<file path="config.mk">
export PLATFORM = sky130hd
export DESIGN_NAME = usb_fifo_arbiter
export DESIGN_NICKNAME = d
export VERILOG_FILES = /design/src/rtl/usb_fifo_arbiter_pkg.sv /design/src/rtl/usb_fifo_arbiter_rr_select.sv /design/src/rtl/usb_fifo_arbiter.sv
export SDC_FILE = /design/constraint.sdc
export NUM_CORES = 1
export LEC_CHECK = 0
export CORE_ASPECT_RATIO = 2
export CORE_MARGIN = 3
export CORE_UTILIZATION = 38
export DETAILED_ROUTE_END_ITERATION = 12
export PLACE_DENSITY = 0.78
export SLEW_MARGIN = 20
export SYNTH_ARGS = -nofsm -noshare
export SYNTH_HDL_FRONTEND = slang
export SYNTH_SLANG_ARGS = --single-unit
</file>
<file path="constraint.sdc">
create_clock -name clk -period 2.5 [get_ports clk]
set_clock_uncertainty 0.15 [all_clocks]
set_input_delay 0.5 -clock clk [delete_from_list [all_inputs] [get_ports clk]]
set_output_delay 0.5 -clock clk [all_outputs]
set_load 0.02 [all_outputs]
</file>
<file path="src/rtl/usb_fifo_arbiter_pkg.sv">
// usb_fifo_arbiter_pkg
//   Shared definitions for the USB data FIFO arbiter: FSM state encoding,
//   producer source IDs, and the packet framing format (header/trailer).
package usb_fifo_arbiter_pkg;

  localparam int DATA_W = 16;
  localparam int ID_W   = 4;

  typedef enum logic [1:0] {
    ST_IDLE    = 2'd0,
    ST_HEADER  = 2'd1,
    ST_DATA    = 2'd2,
    ST_TRAILER = 2'd3
  } state_e;

  // Producer source IDs as they appear in the header low nibble
  localparam logic [ID_W-1:0] SRC_ACQ    = 4'd0;
  localparam logic [ID_W-1:0] SRC_SWEEP  = 4'd1;
  localparam logic [ID_W-1:0] SRC_SCURVE = 4'd2;
  localparam logic [ID_W-1:0] SRC_ADC    = 4'd3;

  // Framing: header = {tag, source id}; trailer = raw 16-bit word count.
  // The trailer tag is reserved; the count occupies the whole trailer word.
  localparam logic [11:0]       HEADER_TAG_DEF  = 12'hA5C;
  localparam logic [3:0]        TRAILER_TAG_DEF = 4'hE;
  localparam logic [DATA_W-1:0] CNT_MAX         = 16'hFFFF;

  function automatic logic [DATA_W-1:0] make_header(input logic [11:0]     tag,
                                                    input logic [ID_W-1:0] id);
    return {tag, id};
  endfunction

endpackage

</file>
<file path="src/rtl/usb_fifo_arbiter_rr_select.sv">
// usb_fifo_arbiter_rr_select
//   Combinational round-robin picker: returns the first set bit of elig at or
//   after ptr, searching cyclically modulo NUM_SRC.
//   elig  : eligible requester mask
//   ptr   : search start index (highest-priority position this round)
//   found : at least one requester eligible
//   index : chosen requester (0 when none found)
module usb_fifo_arbiter_rr_select
  import usb_fifo_arbiter_pkg::*;
#(
  parameter int NUM_SRC = 4
) (
  input  logic [NUM_SRC-1:0] elig,
  input  logic [ID_W-1:0]    ptr,
  output logic               found,
  output logic [ID_W-1:0]    index
);

  // Outer loop walks priority order from ptr; inner loop keeps every bit
  // select constant so the index never needs a variable-width select.
  always_comb begin
    found = 1'b0;
    index = '0;
    for (int k = 0; k < NUM_SRC; k++) begin
      for (int j = 0; j < NUM_SRC; j++) begin
        if (!found && elig[j] && (j == ((int'(ptr) + k) % NUM_SRC))) begin
          found = 1'b1;
          index = ID_W'(j);
        end
      end
    end
  end

endmodule

</file>
<file path="src/rtl/usb_fifo_arbiter.sv">
// usb_fifo_arbiter
//   Shares the 16-bit USB external FIFO write port between NUM_SRC packet
//   producers. One producer is granted at a time (round robin); each packet
//   is framed as {HEADER_TAG, id}, data words..., word count.
//   clk/reset    : system clock, synchronous active-high reset
//   src_enable   : per-source arbitration enable
//   src_valid/src_data/src_last/src_ready : per-source word handshake
//   fifo_full    : FIFO full flag; no write is issued while it is high
//   fifo_wr_en/fifo_wr_din : FIFO write port
//   busy         : packet in progress
//   active_src   : granted source, valid while busy
//   packet_done  : one-cycle pulse in the cycle after the trailer write
module usb_fifo_arbiter
  import usb_fifo_arbiter_pkg::*;
#(
  parameter int          NUM_SRC    = 4,
  parameter logic [11:0] HEADER_TAG = HEADER_TAG_DEF
) (
  input  logic                      clk,
  input  logic                      reset,
  input  logic [NUM_SRC-1:0]        src_enable,
  input  logic [NUM_SRC-1:0]        src_valid,
  input  logic [DATA_W*NUM_SRC-1:0] src_data,
  input  logic [NUM_SRC-1:0]        src_last,
  output logic [NUM_SRC-1:0]        src_ready,
  input  logic                      fifo_full,
  output logic                      fifo_wr_en,
  output logic [DATA_W-1:0]         fifo_wr_din,
  output logic                      busy,
  output logic [ID_W-1:0]           active_src,
  output logic                      packet_done
);

  state_e            state_q, state_d;
  logic [ID_W-1:0]   grant_q, grant_d;
  logic [ID_W-1:0]   rr_ptr_q, rr_ptr_d;
  logic [DATA_W-1:0] word_cnt_q, word_cnt_d;
  logic              packet_done_q, packet_done_d;

  logic [NUM_SRC-1:0] gsel;
  logic               g_valid, g_last;
  logic [DATA_W-1:0]  g_data;
  logic               pick_found;
  logic [ID_W-1:0]    pick_idx;
  logic               wr;

  // One-hot decode of the grant so the per-source mux uses constant selects
  always_comb begin
    gsel   = '0;
    g_data = '0;
    for (int i = 0; i < NUM_SRC; i++) begin
      gsel[i] = (grant_q == ID_W'(i));
      if (gsel[i]) g_data = src_data[DATA_W*i +: DATA_W];
    end
    g_valid = |(src_valid & gsel);
    g_last  = |(src_last & gsel);
  end

  usb_fifo_arbiter_rr_select #(.NUM_SRC(NUM_SRC)) u_rr_select (
    .elig  (src_valid & src_enable),
    .ptr   (rr_ptr_q),
    .found (pick_found),
    .index (pick_idx)
  );

  always_comb begin
    state_d       = state_q;
    grant_d       = grant_q;
    rr_ptr_d      = rr_ptr_q;
    word_cnt_d    = word_cnt_q;
    packet_done_d = 1'b0;
    src_ready     = '0;
    wr            = 1'b0;
    fifo_wr_din   = '0;
    case (state_q)
      ST_IDLE: begin
        // Grant registered here; header goes out the following cycle
        if (pick_found) begin
          grant_d    = pick_idx;
          word_cnt_d = '0;
          state_d    = ST_HEADER;
        end
      end
      ST_HEADER: begin
        wr          = ~fifo_full;
        fifo_wr_din = make_header(HEADER_TAG, grant_q);
        if (wr) state_d = ST_DATA;
      end
      ST_DATA: begin
        // Zero-latency pass-through from the granted source; src_enable is
        // ignored here so a disabled source still finishes its packet.
        src_ready   = gsel & {NUM_SRC{~fifo_full}};
        wr          = g_valid & ~fifo_full;
        fifo_wr_din = g_data;
        if (wr) begin
          if (word_cnt_q != CNT_MAX) word_cnt_d = word_cnt_q + 16'd1;
          if (g_last) state_d = ST_TRAILER;
        end
      end
      ST_TRAILER: begin
        wr          = ~fifo_full;
        fifo_wr_din = word_cnt_q;
        if (wr) begin
          packet_done_d = 1'b1;
          rr_ptr_d      = (grant_q == ID_W'(NUM_SRC - 1)) ? '0 : grant_q + 4'd1;
          state_d       = ST_IDLE;
        end
      end
      default: state_d = ST_IDLE;
    endcase
  end

  always_ff @(posedge clk) begin
    if (reset) begin
      state_q       <= ST_IDLE;
      grant_q       <= '0;
      rr_ptr_q      <= '0;
      word_cnt_q    <= '0;
      packet_done_q <= 1'b0;
    end else begin
      state_q       <= state_d;
      grant_q       <= grant_d;
      rr_ptr_q      <= rr_ptr_d;
      word_cnt_q    <= word_cnt_d;
      packet_done_q <= packet_done_d;
    end
  end

  assign fifo_wr_en  = wr;
  assign busy        = (state_q != ST_IDLE);
  assign active_src  = grant_q;
  assign packet_done = packet_done_q;

endmodule
</file>
* Yosys cells after proc, flatten, opt, wreduce, memory -nomap -nowiden
Index checks and enable logic that the tools add are counted.
** Operators by class
- $add $sub $neg :: 5
- Equality and inequality tests :: 25
- Mux-type cells :: 50
- Bitwise gates (word level) :: 10
- Reduce and logical (&&, ||, !) cells :: 65
** Operators with widths (count)
- $logic_not A32 Y1 :: 4
- $mux W16 :: 7
- $pmux W16 S3 :: 1
- $mux W2 :: 20
- $pmux W16 S2 :: 1
- $logic_and A1 B1 Y1 :: 31
- $eq A3 B3 Y1 const A :: 6
- $mux W1 :: 18
- $add A16 B1 Y16 const B :: 1
- $and A4 B4 Y4 :: 4
- $ne A16 B16 Y1 const B :: 1
- $logic_not A1 Y1 :: 15
- $ne A2 B2 Y1 const B :: 6
- $reduce_or A2 Y1 :: 5
- $eq A2 B3 Y1 const A :: 3
- $eq A2 B2 Y1 const B :: 4
- $pmux W2 S4 :: 1
- $reduce_or A4 Y1 :: 2
- $reduce_and A5 Y1 :: 1
- $add A2 B1 Y2 const B :: 2
- $add A2 B2 Y2 const B :: 2
- $eq A2 B1 Y1 const B :: 2
- $eq A2 B2 Y1 const A :: 2
- $logic_not A4 Y1 :: 1
- 10 further kinds :: 15
** Storage, ports and cells
- Register bits :: 23
- Input bits :: 79
- Output and inout port bits :: 27
- Logic and storage cells :: 160

* Logic depth before layout (Yosys ltp)
Gate-level depths: netlist (run 1).
- Word-level depth :: 65
- Gate-level depth with buffers :: 10
- Mapped depth without buffers :: 7

* By module
Synthesis (run 1) repeated with hierarchy kept, for this count alone.
** Second synthesis, totals
- Cell total of the unflattened synthesis :: 304
- Area total of the unflattened synthesis :: 2353.5 µm²
** By module, submodules not included
- usb_fifo_arbiter :: instances 1, cells each 290, area each 2265.9 µm², sequential area each 540.5 µm²
- usb_fifo_arbiter_rr_select :: instances 1, cells each 14, area each 87.6 µm², sequential area each 0.0 µm²

* Worst setup path before layout (run 1)
No wires, ideal clock.
- Kind :: register -> output
- Start :: register grant_q[0], in the netlist active_src[0]
- End :: output port fifo_wr_din[13]
- Data arrival time :: 1.985 ns
- Data required time :: 1.850 ns
- Setup slack :: -0.135 ns
- Cell stages (with the launch flop) :: 10
- Path buffers :: 2
- Cells stage by stage :: dfxtp_1 > inv_1 > ha_1 > buf_2 > nor2b_1 > clkbuf_1 > a221oi_1 > a21oi_1 > a221oi_1 > nor2_1
** On the way
- Cells in the longest elaborated chain, start to end :: 6
- Elaborated cells between the ends (all ways) :: 9
- Classes of those cells :: eq/ne: 3; mux: 5; reduce/logical: 1
** RTL lines
- start: declaration :: RTL line usb_fifo_arbiter.sv:35 : logic [ID_W-1:0] grant_q, grant_d;
- start signal: assignment :: RTL line usb_fifo_arbiter.sv:122 : grant_q <= grant_d;
- $logic_not A4 Y1 :: RTL line usb_fifo_arbiter.sv:52 : gsel[i] = (grant_q == ID_W'(i));
- $mux W16 (3 in a row) :: RTL line usb_fifo_arbiter.sv:53 : if (gsel[i]) g_data = src_data[DATA_W*i +: DATA_W];
- $mux W16 * :: RTL line usb_fifo_arbiter.sv:53
- $pmux W16 S3 * :: RTL line usb_fifo_arbiter.sv:75 : case (state_q)
- end: declaration :: RTL line usb_fifo_arbiter.sv:28 : output logic [DATA_W-1:0] fifo_wr_din,
Mark *: on every way between the ends. The rest lies on a longest branch, timed or not.

* Worst setup path after layout (run 1)
- Start :: register grant_q[0], in the netlist active_src[0]
- End :: output port fifo_wr_din[6]
The elaborated chain is that of the path after synthesis.

==> results.cfg, run 1 <==
[outcome]
status = complete, but fails checks
violations = setup timing

[setup_path]
r2r-start = active_src[0]
worstSetupEndpointType = output port
critPathLaunch = active_src[0]
critPathLaunchType = flip-flop
worstRegToRegCells = 9
cp.arrival_ns = 1.92
path_class = reg -> out
regToRegEndpoint = word_cnt_q[7]
crit_fanout = 6
critical_path_required_ns = 1.85
r2r_slack_ns = 0.07
endpoint = fifo_wr_din[6]

[finish]
n_antenna_cell = 0
syn_to_final_growth_pct = 88.5
fin_nets = 560
nFillCells = 386
final_layout_size_suffix_gt1_share_pct = 34.2
stdcell_area_um2 = 4190

[synth]
ys_seq_elements = 23
synth_edf_count = 0
syn_area_um2 = 2220
syn_area_per_cell_um2 = 7.08
yosysSeqAreaShare_pct = 20.7
ys_warn_count = 0
ys.flop_type = dfxtp_1
synth_top_area_cell = dfxtp_1
async_flop_share_pct = 0
ys_top_cells_by_area = dfxtp_1 (21%), a21oi_1 (7.2%), nand2_1 (6.9%)
synth_cells = 314
yosysTopAreaCellShare_pct = 20.7
synth_cell_types = 42

[pwr]
power.internal_mw = 1.97
p_comb_share_pct = 81.3
p_per_area_nw_per_um2 = 885
switching_share_pct = 46.8
sequentialPowerShare_pct = 12.1
power_frac_clock_pct = 6.5
power_mw = 3.71
netSwitchingPower_mw = 1.74
peakVddDrop_v = 0.000723
power.leakage_nw = 1.65

[detailed_routing]
viasPerCell = 5.95
final_antenna_net_count = 0
wl_um = 10400
drc = 0
post_drt_wl_per_cell_um = 19.5
vias = 3162
firstDrtPassIters = 4
drt_first_iter_violations = 202

[global_route]
grt_max_degree = 23
grt_overflow = 0
grt_pass1_wl_um = 14300
first_global_vias = 3096
antenna_found_initial = 0
grt.total_usage_pct = 26.6

[sta]
fin_hold_ws_ns = 0.355
slew_viol_final = 0
slew-limit-headroom_pct = 52.8
min_period_ns = 2.57
rsz0062_at_grt = yes
setup_tns_ns = -0.257
finalCritPeriodShare_pct = 103
tightestPinTransition_ns = 0.705
hold_violations = 0
setup_violations = 9
fmax_mhz = 388
setup_slack_ns = -0.0747

[clock_network]
path_clk_slew_ns = 0.08
cts_buffers = 3
cts-root-buf = clkbuf_8
clkLatencyLatePin_ns = 0.28
cts.sinks = 23
h-tree-depth = 1
cts_tree = done
cts.path.max_buffers = 2

[worst_hold_path]
hp-start = word_cnt_q[14]
hp-class = reg -> reg

[job]
timing.max_cap.violations = 0

[floorplan]
initial_core_util_pct = 40.0
row_count = 38
die_w_um = 60.1
io_pins = 106
coreArea_um2 = 5560
die-area_um2 = 6860
die_h_um = 114

[placed_design]
place.gp.congestion = 0.921
post-place-ws_ns = -0.301
placed_cell_area_um2 = 3790
io_buffers = 103
dp_hpwl_um = 7260
routing by layer:
layer  share of wire, %  routed length [um]  track usage [%]  vias up
met5                  0                   0                0        -
met4                5.2                 544             15.5        0
met3                5.6                 582             4.06       42
met2                 55                5730             49.2      130
met1                 34                3520             26.2     1501
li1                   -                   -                -     1489
power groups by stage:
| stage | clock (mW) | sequential, mW | combinational (mW) |
|---|---|---|---|
| global placement | 0 | 0.450 | 2.44 |
| CTS | 0.249 | 0.446 | 2.60 |
| finish | 0.242 | 0.451 | 3.02 |
| detailed placement | 0 | 0.454 | 2.48 |
| floorplan | 0 | 0.473 | 1.28 |
| global route | 0.261 | 0.459 | 3.22 |
critical path, cell delays in order (launching register included):
cell and delay [ns]:
dfxtp_4 0.38, inv_4 0.04, buf_4 0.13, ha_4 0.17, buf_12 0.14, a221oi_4 0.21, a21oi_2 0.06, a221oi_2 0.24
nor2_1 0.10, buf_4 0.17
final cells by class:
class                           instances  area, um^2  area share (%)
Multi-Input combinational cell        247        1820            43.4
Timing Repair Buffer                  177        1710            40.7
Sequential cell                        23         465            11.1
Inverter                               20        77.6            1.85
Tap cell                               60        75.1            1.79
Clock buffer                            4        45.0            1.07
registers in the layout, indices dropped and copies added (netlist names):
name and count:
word_cnt_q 16, packet_done 1, active_src 2, rr_ptr_q 2, state_q 2
cell families after synthesis:
kind of cell,count (synthesis),share of synthesized area (%)
simple gates,121,27.0
fa+ha+maj,9,5.06
flops,23,20.7
buf+inv,45,9.17
mux,6,2.70
compound gates,109,35.2
other cells,1,0.169
placed cells by master, fill, tap and decap left out, types with 9 or more instances in the layout:
cell type | netlist | routed
a22oi_1 | 12 | 10
clkdlybuf4s50_1 | 0 | 81
dfxtp_1 | 23 | 21
inv_1 | 20 | 18
nor2_1 | 21 | 19
a221oi_2 | 0 | 14
buf_4 | 2 | 66
nand2_1 | 41 | 41
a21oi_2 | 9 | 21
buf_6 | 1 | 10
a21oi_1 | 32 | 20
nand3_1 | 11 | 11
o31ai_1 | 9 | 9
per-stage QoR:
step	cells	utilization, %
4_1_cts	522	70.6
6_report	531	75.3
3_5_place_dp	516	68.2
2_1_floorplan	315	-
5_1_grt	531	75.3
3_3_place_gp	516	68.2
how the worst min path moves through the flow:
stage               depth (start not counted)             end  slack [ns]
floorplan                                   2   word_cnt_q[6]        0.31
global placement                            2  word_cnt_q[14]        0.33
detailed placement                          2  word_cnt_q[14]        0.33
CTS                                         2  word_cnt_q[14]        0.35
global route                                2  word_cnt_q[14]        0.37
finish                                      2  word_cnt_q[14]        0.36
Yosys cell counts (7+ instances only):
library cell   n
a21oi_2        9
nor3_1         8
o31ai_1        9
a21oi_1       32
a221oi_1      17
dfxtp_1       23
nand3_1       11
o21ai_0        7
nor2_1        21
nand2_1       41
a22oi_1       12
ha_1           9
inv_1         20
clkbuf_1      18
what timing repair did:
action                                  4_1_cts  5_1_grt
hold endpoints to repair                      0        0
buffers inserted                              2        5
endpoints found under the setup margin       29       25
hold buffers                                  0        0
gates resized for setup                     111       36
pin swaps                                    23       12
cloned                                        0        4
(Power assumes the default switching activity.)
==> inputs of run 2 (changes only) <==
--- a/config.mk
+++ b/config.mk
@@ -8,7 +8,9 @@
 export CORE_ASPECT_RATIO = 2
 export CORE_MARGIN = 3
 export CORE_UTILIZATION = 38
+export CTS_CLUSTER_DIAMETER = 40
 export DETAILED_ROUTE_END_ITERATION = 12
+export HOLD_SLACK_MARGIN = 0.12
 export PLACE_DENSITY = 0.78
 export SLEW_MARGIN = 20
 export SYNTH_ARGS = -nofsm -noshare
==> results of run 2 <==
No change in the layout: final DEF, timing and power equal those of run 1.
